`src/rtl/sync_ram_pkg.sv`:
```
// Shared types, constants and helpers for the sync_ram_bank scratchpad memory.
package sync_ram_pkg;

    typedef enum logic {
        CLEAR = 1'b0,
        RUN   = 1'b1
    } state_e;

    localparam int RDW_OLD = 0;
    localparam int RDW_NEW = 1;

    // Widest word the merge helper handles; callers extend and truncate.
    localparam int MERGE_MAX_DW = 1024;
    localparam int MERGE_MAX_BE = MERGE_MAX_DW / 8;

    function automatic logic [MERGE_MAX_DW-1:0] byte_merge(
        input logic [MERGE_MAX_DW-1:0] old_w,
        input logic [MERGE_MAX_DW-1:0] new_w,
        input logic [MERGE_MAX_BE-1:0] be
    );
        logic [MERGE_MAX_DW-1:0] res;
        res = old_w;
        for (int i = 0; i < MERGE_MAX_BE; i++) begin
            if (be[i]) begin
                res[8*i +: 8] = new_w[8*i +: 8];
            end else begin
                res[8*i +: 8] = old_w[8*i +: 8];
            end
        end
        return res;
    endfunction

endpackage

```
`src/rtl/sync_ram_if.sv`:
```
// Request/response bundle between a bus controller and sync_ram_bank.
interface sync_ram_if #(
    parameter int ADDR_WIDTH = 4,
    parameter int DATA_WIDTH = 32
);
    logic                    cs;
    logic                    we;
    logic [DATA_WIDTH/8-1:0] be;
    logic [ADDR_WIDTH-1:0]   addr;
    logic [DATA_WIDTH-1:0]   wdata;
    logic [DATA_WIDTH-1:0]   rdata;
    logic                    rvalid;
    logic                    ready;
    logic                    err;

    modport master (
        output cs, we, be, addr, wdata,
        input  rdata, rvalid, ready, err
    );

    modport slave (
        input  cs, we, be, addr, wdata,
        output rdata, rvalid, ready, err
    );
endinterface

```
`src/rtl/sync_ram_array.sv`:
```
// Byte-enable storage array with a registered read port and selectable read-during-write data.
module sync_ram_array
    import sync_ram_pkg::*;
#(
    parameter int ADDR_WIDTH = 4,
    parameter int DATA_WIDTH = 32,
    parameter int DEPTH      = 16,
    parameter int RDW_MODE   = 0
) (
    input  logic                    clk,
    input  logic                    rst_n,
    input  logic                    we,
    input  logic                    rd_en,
    input  logic                    rd_zero,
    input  logic [DATA_WIDTH/8-1:0] be,
    input  logic [ADDR_WIDTH-1:0]   addr,
    input  logic [DATA_WIDTH-1:0]   wdata,
    output logic [DATA_WIDTH-1:0]   rdata
);
    logic [DATA_WIDTH-1:0] mem_q [DEPTH];
    logic [DATA_WIDTH-1:0] old_s;
    logic [DATA_WIDTH-1:0] merged_s;
    logic [DATA_WIDTH-1:0] rd_word_s;
    logic [DATA_WIDTH-1:0] rdata_d;
    logic [DATA_WIDTH-1:0] rdata_q;

    // Merge lanes and pick the returned word; the read latch only moves on an accepted read.
    always_comb begin
        old_s    = mem_q[addr];
        merged_s = DATA_WIDTH'(byte_merge(MERGE_MAX_DW'(old_s), MERGE_MAX_DW'(wdata),
                                          MERGE_MAX_BE'(be)));
        if ((RDW_MODE == RDW_NEW) && we) begin
            rd_word_s = merged_s;
        end else begin
            rd_word_s = old_s;
        end
        if (!rd_en) begin
            rdata_d = rdata_q;
        end else if (rd_zero) begin
            rdata_d = {DATA_WIDTH{1'b0}};
        end else begin
            rdata_d = rd_word_s;
        end
    end

    // Storage itself is never reset; the clear sequencer zeroes it.
    always_ff @(posedge clk) begin
        if (we) begin
            mem_q[addr] <= merged_s;
        end
    end

    // Read data register.
    always_ff @(posedge clk) begin
        if (!rst_n) begin
            rdata_q <= {DATA_WIDTH{1'b0}};
        end else begin
            rdata_q <= rdata_d;
        end
    end

    assign rdata = rdata_q;

endmodule

```
`src/rtl/sync_ram_bank.sv`:
```
// Single-port scratch RAM bank: zero-fill after reset, range check, optional output stage.
module sync_ram_bank
    import sync_ram_pkg::*;
#(
    parameter int ADDR_WIDTH = 4,
    parameter int DATA_WIDTH = 32,
    parameter int DEPTH      = 16,
    parameter int RDW_MODE   = 0,
    parameter int OUT_REG    = 0
) (
    input  logic        clk,
    input  logic        rst_n,
    sync_ram_if.slave   bus
);
    localparam int BE_W = DATA_WIDTH / 8;

    state_e                  state_q, state_d;
    logic [ADDR_WIDTH-1:0]   cnt_q, cnt_d;
    logic                    ready_q, ready_d;
    logic                    acc_s, in_range_s;
    logic                    arr_we_s;
    logic [BE_W-1:0]         arr_be_s;
    logic [ADDR_WIDTH-1:0]   arr_addr_s;
    logic [DATA_WIDTH-1:0]   arr_wdata_s;
    logic [DATA_WIDTH-1:0]   arr_rdata_s;
    logic                    v1_q, v1_d, e1_q, e1_d;
    logic                    v2_q, v2_d, e2_q, e2_d;
    logic [DATA_WIDTH-1:0]   d2_q, d2_d;

    // Clear sequencer: walk every word once, then stay in RUN until reset.
    always_comb begin
        state_d = state_q;
        cnt_d   = cnt_q;
        case (state_q)
            CLEAR: begin
                cnt_d = cnt_q + ADDR_WIDTH'(1);
                if (cnt_q == ADDR_WIDTH'(DEPTH - 1)) begin
                    state_d = RUN;
                end else begin
                    state_d = CLEAR;
                end
            end
            RUN: begin
                state_d = RUN;
            end
            default: begin
                state_d = CLEAR;
                cnt_d   = {ADDR_WIDTH{1'b0}};
            end
        endcase
        ready_d = (state_d == RUN);
    end

    // Access decode and array port mux (clear sequencer owns the port while clearing).
    always_comb begin
        acc_s      = ready_q & bus.cs;
        in_range_s = (32'(bus.addr) < 32'(DEPTH));
        if (state_q == CLEAR) begin
            arr_we_s    = 1'b1;
            arr_be_s    = {BE_W{1'b1}};
            arr_addr_s  = cnt_q;
            arr_wdata_s = {DATA_WIDTH{1'b0}};
        end else begin
            arr_we_s    = acc_s & bus.we & in_range_s;
            arr_be_s    = bus.be;
            arr_addr_s  = bus.addr;
            arr_wdata_s = bus.wdata;
        end
    end

    // Valid/err pipeline and the optional output data stage.
    always_comb begin
        v1_d = acc_s;
        e1_d = acc_s & ~in_range_s;
        v2_d = v1_q;
        e2_d = e1_q;
        if (v1_q) begin
            d2_d = arr_rdata_s;
        end else begin
            d2_d = d2_q;
        end
    end

    // Control and pipeline registers.
    always_ff @(posedge clk) begin
        if (!rst_n) begin
            state_q <= CLEAR;
            cnt_q   <= {ADDR_WIDTH{1'b0}};
            ready_q <= 1'b0;
            v1_q    <= 1'b0;
            e1_q    <= 1'b0;
            v2_q    <= 1'b0;
            e2_q    <= 1'b0;
            d2_q    <= {DATA_WIDTH{1'b0}};
        end else begin
            state_q <= state_d;
            cnt_q   <= cnt_d;
            ready_q <= ready_d;
            v1_q    <= v1_d;
            e1_q    <= e1_d;
            v2_q    <= v2_d;
            e2_q    <= e2_d;
            d2_q    <= d2_d;
        end
    end

    sync_ram_array #(
        .ADDR_WIDTH (ADDR_WIDTH),
        .DATA_WIDTH (DATA_WIDTH),
        .DEPTH      (DEPTH),
        .RDW_MODE   (RDW_MODE)
    ) u_array (
        .clk     (clk),
        .rst_n   (rst_n),
        .we      (arr_we_s),
        .rd_en   (acc_s),
        .rd_zero (~in_range_s),
        .be      (arr_be_s),
        .addr    (arr_addr_s),
        .wdata   (arr_wdata_s),
        .rdata   (arr_rdata_s)
    );

    // Output select between the single-stage and two-stage paths.
    always_comb begin
        if (OUT_REG != 0) begin
            bus.rdata  = d2_q;
            bus.rvalid = v2_q;
            bus.err    = e2_q;
        end else begin
            bus.rdata  = arr_rdata_s;
            bus.rvalid = v1_q;
            bus.err    = e1_q;
        end
    end

    assign bus.ready = ready_q;

endmodule

```
`src/flat_wrapper.sv`:
```
// flat-port wrapper written by rule: the top's interface ports become plain ports
module sync_ram_bank_flat import sync_ram_pkg::*;
#(
    parameter int ADDR_WIDTH = 4,
    parameter int DATA_WIDTH = 32,
    parameter int DEPTH      = 16,
    parameter int RDW_MODE   = 0,
    parameter int OUT_REG    = 0
)
  (clk, rst_n, bus_cs, bus_we, bus_be, bus_addr, bus_wdata, bus_rdata, bus_rvalid, bus_ready, bus_err);
  sync_ram_if #(.ADDR_WIDTH(ADDR_WIDTH), .DATA_WIDTH(DATA_WIDTH)) bus_i ();
  input  logic clk;
  input  logic rst_n;
  input wire logic [$bits(bus_i.cs)-1:0] bus_cs;
  input wire logic [$bits(bus_i.we)-1:0] bus_we;
  input wire logic [$bits(bus_i.be)-1:0] bus_be;
  input wire logic [$bits(bus_i.addr)-1:0] bus_addr;
  input wire logic [$bits(bus_i.wdata)-1:0] bus_wdata;
  output wire logic [$bits(bus_i.rdata)-1:0] bus_rdata;
  output wire logic [$bits(bus_i.rvalid)-1:0] bus_rvalid;
  output wire logic [$bits(bus_i.ready)-1:0] bus_ready;
  output wire logic [$bits(bus_i.err)-1:0] bus_err;
  assign bus_i.cs = bus_cs;
  assign bus_i.we = bus_we;
  assign bus_i.be = bus_be;
  assign bus_i.addr = bus_addr;
  assign bus_i.wdata = bus_wdata;
  assign bus_rdata = bus_i.rdata;
  assign bus_rvalid = bus_i.rvalid;
  assign bus_ready = bus_i.ready;
  assign bus_err = bus_i.err;
  sync_ram_bank #(.ADDR_WIDTH(ADDR_WIDTH), .DATA_WIDTH(DATA_WIDTH), .DEPTH(DEPTH), .RDW_MODE(RDW_MODE), .OUT_REG(OUT_REG)) u_core (.clk(clk), .rst_n(rst_n), .bus(bus_i));
endmodule
```
`config.mk`:
```
export PLATFORM = sky130hd
export DESIGN_NAME = sync_ram_bank_flat
export DESIGN_NICKNAME = d
export VERILOG_FILES = /design/src/rtl/sync_ram_pkg.sv /design/src/rtl/sync_ram_if.sv /design/src/rtl/sync_ram_array.sv /design/src/rtl/sync_ram_bank.sv /design/src/flat_wrapper.sv
export SDC_FILE = /design/constraint.sdc
export NUM_CORES = 1
export LEC_CHECK = 0
export ABC_AREA = 1
export CAP_MARGIN = 20
export CORE_MARGIN = 3
export CORE_UTILIZATION = 45
export CTS_BUF_LIST = sky130_fd_sc_hd__clkbuf_8 sky130_fd_sc_hd__clkbuf_16
export DETAILED_ROUTE_END_ITERATION = 7
export GPL_TIMING_DRIVEN = 0
export HOLD_SLACK_MARGIN = 0.1
export SLEW_MARGIN = 40
export SYNTH_ARGS = -nofsm -noshare
export SYNTH_HDL_FRONTEND = slang
export SYNTH_SLANG_ARGS = --single-unit
export TNS_END_PERCENT = 30
```
`constraint.sdc`:
```
create_clock -name clk -period 3.4 [get_ports clk]
set_input_delay 0.68 -clock clk [delete_from_list [all_inputs] [get_ports clk]]
set_output_delay 0.68 -clock clk [all_outputs]
set_load 0.1 [all_outputs]
```
==> results.json, run 1 <==
{
  "cts_buffers": 58,
  "syn2layout_area_growth_pct": 19.0,
  "period_share_pct": 96.7,
  "synth_flop_cell": "edfxtp_1",
  "rsz0062_at_grt": "no",
  "dr.pass1.iters": 5,
  "clock_latency_ps": 620,
  "clockRootBuffer": "clkbuf_16",
  "ys_seq_area_share_pct": 69.5,
  "cts_tree": "built",
  "cp-end-kind": "flop",
  "power.share.clock_pct": 41.8,
  "die_w_microns": 233,
  "worst_pin_slew_ps": 898,
  "synth_edf_count": 512,
  "skew_ps": 12.6,
  "setup_viol": 0,
  "cp.arrival_ps": 3600,
  "clkTransAtPathRegs_ps": 60,
  "syn-num-nets": 2314,
  "grt_util_all_layers_pct": 25.3,
  "antenna_left": 0,
  "final_cell_mix": "nand2_1 (1196), edfxtp_1 (512), nand3_1 (197)",
  "antenna_found_initial": 1,
  "row_count": 82,
  "die-area_sq_mm": 0.0544,
  "die_y_microns": 233,
  "start_util_pct": 45.9,
  "postCtsResizedCells": 0,
  "synth_seq_cells": 550,
  "required_ps": 3710,
  "drt-vias-per-instance": 5.37,
  "path_max_fanout": 12,
  "routed-via-count": 17000,
  "syn_inst": 2269,
  "max-vdd-ir-drop_mv": 0.484,
  "dp.final_hpwl_microns": 46700,
  "syn_area_sq_mm": 0.0232,
  "drc": 0,
  "final_cells": 3162,
  "synth.distinct_cells": 26,
  "pre_cts_ws_ps": -587,
  "postCtsHoldBufs": 0,
  "grt_pass1_vias": 16200,
  "switching_power_mw": 3.64,
  "netSwitchingFraction_pct": 23.7,
  "grt_pass1_wl_microns": 101000,
  "io_pins": 79,
  "p_per_area_mw_per_mm2": 555,
  "htree_levels": 2,
  "synth_area_per_cell_sq_um": 10.2,
  "async_reset_ff_share_pct": 0,
  "post_drt_wl_per_cell_microns": 21.7,
  "final.min_clock_period_ps": 3290,
  "cts_buffer_depth": 3,
  "maxSlewViolCount": 0,
  "cap_violations": 0,
  "p_leak_nw": 11.4,
  "slew_headroom_pct": 40.1,
  "clock-sinks": 550,
  "combPwrFrac_pct": 9.4,
  "layout.nets": 2486,
  "fin_ws_ps": 114,
  "fin_util_pct": 54.7,
  "place_inst": 3049,
  "place_congestion": 0.835,
  "drive_gt1_share_pct": 12.9,
  "antennaDiodeCount": 0,
  "ys_warn_count": 0,
  "criticalPathCategory": "reg -> reg",
  "status": "complete, no violations",
  "start_kind": "flop",
  "gr-total-overflow": 0,
  "hold_viol_final": 0,
  "intPower_mw": 11.7,
  "core_area_sq_mm": 0.0506,
  "wl_microns": 68600,
  "first_iter_violations": 1581,
  "hold_path_class": "reg -> reg",
  "fmax_mhz": 304,
  "grt_max_degree": 18,
  "port_buffers": 77,
  "pwr-share-seq_pct": 48.8,
  "layout_commonest_cell": "nand2_1"
}
==> power by group through the flow <==
stage	clock (mW)	combinational, mW	sequential [mW]
3_3_place_gp	0	1.31	7.64
6_report	6.41	1.43	7.49
4_1_cts	6.49	1.43	7.49
2_1_floorplan	0	0.843	7.63
5_1_grt	6.71	1.59	7.50
3_5_place_dp	0	1.42	7.63
==> registers in the layout (all words and copies together) (netlist names) <==
signal and cells:
u_core.u_array.mem_q 512, u_core.u_array.rdata 32, u_core.cnt_q 4, u_core.bus.rvalid 1, u_core.state_q 1
==> worst max-delay path: stages, from the launching register on <==
cell	delay, ps
dfxtp_1	410
buf_4	190
buf_4	230
nor2_1	100
nor2_4	150
inv_2	60
nor2_2	420
buf_2	390
inv_1	240
nor2_4	540
buf_16	230
==> cells in the mapped netlist, types with 5 or more instances <==
cell type	count	area share [%]
nand2_1	1196	19
edfxtp_1	512	66
nand3_1	197	4.2
buf_2	70	1.5
nor2_1	54	0.87
dfxtp_1	38	3.3
a21oi_1	36	0.78
o21ai_0	34	0.73
o21ai_1	32	0.69
clkbuf_1	30	0.48
buf_4	18	0.58
inv_1	12	0.19
buf_1	9	0.15
inv_2	5	0.081
==> metal layers <==
layer / routed length (microns) / vias up / GRT usage, %
li1: - / 7919 / -
met1: 28700 / 8135 / 34.7
met2: 31700 / 767 / 40.4
met3: 6050 / 145 / 4.78
met4: 2200 / 0 / 9.16
met5: 0 / - / 0
==> per-stage QoR <==
step | power [mW] | TNS, ps | cell area [sq um] | hold slack, ps
2_1_floorplan | 8.47 | -229700 | 23200 | 456
3_3_place_gp | 8.95 | -1419660 | 24800 | 479
5_1_grt | 15.8 | 0 | 27600 | 543
3_5_place_dp | 9.05 | -163050 | 25600 | 508
6_report | 15.3 | 0 | 27600 | 521
4_1_cts | 15.4 | 0 | 27600 | 518
==> area by class of cell <==
cell class,instances,area [sq um]
fillers,4331,22900
flip-flops and latches,550,16100
multi-input cells,1570,6600
clock buffers,70,1650
repair buffers,112,1370
well taps,672,841
plain buffers,131,681
clock inverters,39,299
inverters,18,67.6
==> final timing paths <==
check,slack (ps),cells after the start,start,end
setup / recovery,110,10,u_core.state_q,u_core.u_array.mem_q[15][6]
hold / removal,520,2,u_core.cnt_q[1],u_core.cnt_q[1]
setup reg to reg,110,10,u_core.state_q,u_core.u_array.mem_q[15][6]
hold reg to reg,520,2,u_core.cnt_q[1],u_core.cnt_q[1]
==> kinds of logic after synthesis <==
logic type,count (synthesis),synth area share [%]
AND/OR/NAND/NOR,1465,25.0
flip-flops,550,69.5
buffers and inverters,149,3.21
AO/OA/AOI/OAI,103,2.24
adder cells (fa/ha/maj),1,0.0539
other,1,0.0161
==> what timing repair did <==
item | in CTS | in global routing
hold endpoints to repair | 0 | 0
endpoints found under the setup margin | 0 | 13
buffers inserted | 0 | 4
Power figures use the tool's default switching activity.
==> inputs of run 2 (changes only) <==
HOLD_SLACK_MARGIN = 0.06   (was 0.1)
clock period = 3.2 ns   (was 3.4 ns; I/O delays follow)
==> run 2 against run 1 <==
Register-to-register slack worse by 97 ps. Critical path depth is the same. Final cell count hardly changed. Worst setup slack got worse by 97 ps. Non-clock buffer count rose by 3. Worst hold slack worse by 33 ps. Sequential share of layout area is essentially flat. Critical endpoint is now u_core.u_array.mem_q[4][11]. Largest cell class unchanged. Highest routed layer is now met5.
==> results.json, run 2 (synthesized netlist as in run 1, its figures left out) <==
{
  "routed-via-count": 16900,
  "clkTransAtPathRegs_ps": 60,
  "htree_levels": 2,
  "hold_path_depth": 2,
  "cp_cell_sequence": "buf_4, buf_4, nor2_1, nor2_4, inv_2, nor2_2, buf_4, inv_1, nor2_4, buf_8",
  "grt_util_all_layers_pct": 25.0,
  "final_cell_mix": "nand2_1 (1196), edfxtp_1 (512), nand3_1 (194)",
  "max-vdd-ir-drop_mv": 0.395,
  "criticalPathCategory": "reg -> reg",
  "drc": 0,
  "drive_gt1_share_pct": 13.0,
  "start_kind": "flop",
  "hold_path_end": "u_core.state_q",
  "clock_latency_ps": 610,
  "final.min_clock_period_ps": 3180,
  "fmax_mhz": 314,
  "die_y_microns": 233,
  "wl_microns": 68200,
  "hold_path_class": "reg -> reg",
  "placed_area_sq_mm": 0.0256,
  "final_cells": 3161,
  "status": "complete, no violations",
  "clockRootBuffer": "clkbuf_16",
  "grt_max_degree": 19,
  "first_iter_violations": 1826,
  "io_pins": 79,
  "skew_ps": 20.4,
  "port_buffers": 77,
  "die_w_microns": 233,
  "cts_buffer_depth": 3,
  "layout.nets": 2488,
  "period_share_pct": 99.5,
  "crit_top_cell": "buf_4",
  "intPower_mw": 12.1,
  "stdcell_area_sq_mm": 0.0276,
  "place_congestion": 0.838,
  "grt_pass1_vias": 16000,
  "syn2layout_area_growth_pct": 19.0,
  "power.share.clock_pct": 40.3,
  "setup_viol": 0,
  "place_inst": 3051,
  "cts_buffers": 57,
  "path_depth": 10,
  "pwr-share-seq_pct": 50.1,
  "netSwitchingFraction_pct": 24.0,
  "core_area_sq_mm": 0.0506,
  "combPwrFrac_pct": 9.6,
  "path_max_fanout": 18,
  "min_from": "u_core.cnt_q[3]",
  "start_util_pct": 45.9,
  "gr-total-overflow": 0,
  "worst_r2r_startpoint": "u_core.state_q",
  "p_leak_nw": 11.4,
  "post_drt_wl_per_cell_microns": 21.6,
  "timing.critical_path.buf_inv": 6,
  "row_count": 82,
  "slowest_stage": "nor2_4",
  "worst_pin_slew_ps": 1150,
  "hold_viol_final": 0,
  "cts_tree": "built",
  "r2r-end": "u_core.u_array.mem_q[4][11]",
  "top_register": "u_core.u_array.mem_q",
  "dp.final_hpwl_microns": 45900,
  "drt-vias-per-instance": 5.34,
  "switching_power_mw": 3.80,
  "grt_pass1_wl_microns": 99800,
  "regToRegSetupSlack_ps": 20,
  "hold_slack_ps": 489,
  "antennaDiodeCount": 0,
  "layout_commonest_cell": "nand2_1",
  "pre_cts_ws_ps": -654,
  "dr.pass1.iters": 6,
  "cp-end-kind": "flop",
  "r2r_cells": 10,
  "cp_top_family": "buffers and inverters",
  "die-area_sq_mm": 0.0544,
  "largest_reg_flops": 512,
  "p_per_area_mw_per_mm2": 574,
  "slew_headroom_pct": 23.1,
  "antenna_left": 0,
  "cap_violations": 0,
  "cp.arrival_ps": 3480,
  "rsz0062_at_grt": "yes",
  "fin_ws_ps": 16.6,
  "cp_slowest_stage_delay_ps": 550,
  "maxSlewViolCount": 0,
  "required_ps": 3500,
  "clock-sinks": 550,
  "antenna_found_initial": 2
}
run 2: worst max-delay path by stage:
stage                    from                            to  slack (ps)
2_1_floorplan  u_core.state_q    u_core.u_array.mem_q[0][0]        -180
3_3_place_gp      bus_addr[0]  u_core.u_array.mem_q[15][10]       -1510
3_5_place_dp      bus_addr[0]  u_core.u_array.mem_q[11][31]        -650
4_1_cts        u_core.state_q   u_core.u_array.mem_q[7][11]         -40
5_1_grt        u_core.state_q   u_core.u_array.mem_q[4][11]         -60
6_report       u_core.state_q   u_core.u_array.mem_q[4][11]          20
run 2: metrics by stage:
step / setup TNS (ps) / util (%) / power, mW
3_3_place_gp: -1083530 / 49.2 / 9.50
2_1_floorplan: -82680 / - / 9.01
3_5_place_dp: -313430 / 50.7 / 9.60
6_report: 0 / 54.6 / 15.9
4_1_cts: -732 / 54.3 / 15.9
5_1_grt: -1410 / 54.6 / 16.4
run 2: routing by layer:
layer | vias to the layer above | GRT usage [%] | routed length, microns
met5 | - | 0 | 33
met4 | 4 | 9.99 | 2560
met3 | 147 | 3.32 | 5350
met2 | 733 | 39.4 | 31200
met1 | 8077 | 35.2 | 29000
li1 | 7922 | - | -
run 2: timing repair:
action	CTS	global route
gates cloned	0	0
endpoints found under the setup margin	171	343
pin swaps	4	4
hold buffers	0	0
buffers inserted	2	2
resized for setup	5	20
run 2: worst min-delay path, cell delays in order, from the launching register on:
cell and delay, ps:
dfxtp_1 320, nand3_1 70, a21oi_1 60
run 2: layout make-up:
cell class,count,area [sq um]
Fill cell,4331,22900
Sequential cell,550,16100
Multi-Input combinational cell,1570,6740
Clock buffer,63,1510
Timing Repair Buffer,115,1370
Tap cell,672,841
Buffer,131,691
Clock inverter,42,289
Inverter,18,67.6
run 2: power groups by stage:
stage | Clock [mW] | Sequential, mW | Combinational, mW
after detailed placement | 0 | 8.11 | 1.49
after global routing | 6.77 | 7.97 | 1.68
after global placement | 0 | 8.11 | 1.39
after CTS | 6.47 | 7.96 | 1.50
after floorplan | 0 | 8.10 | 0.902
final | 6.39 | 7.96 | 1.52
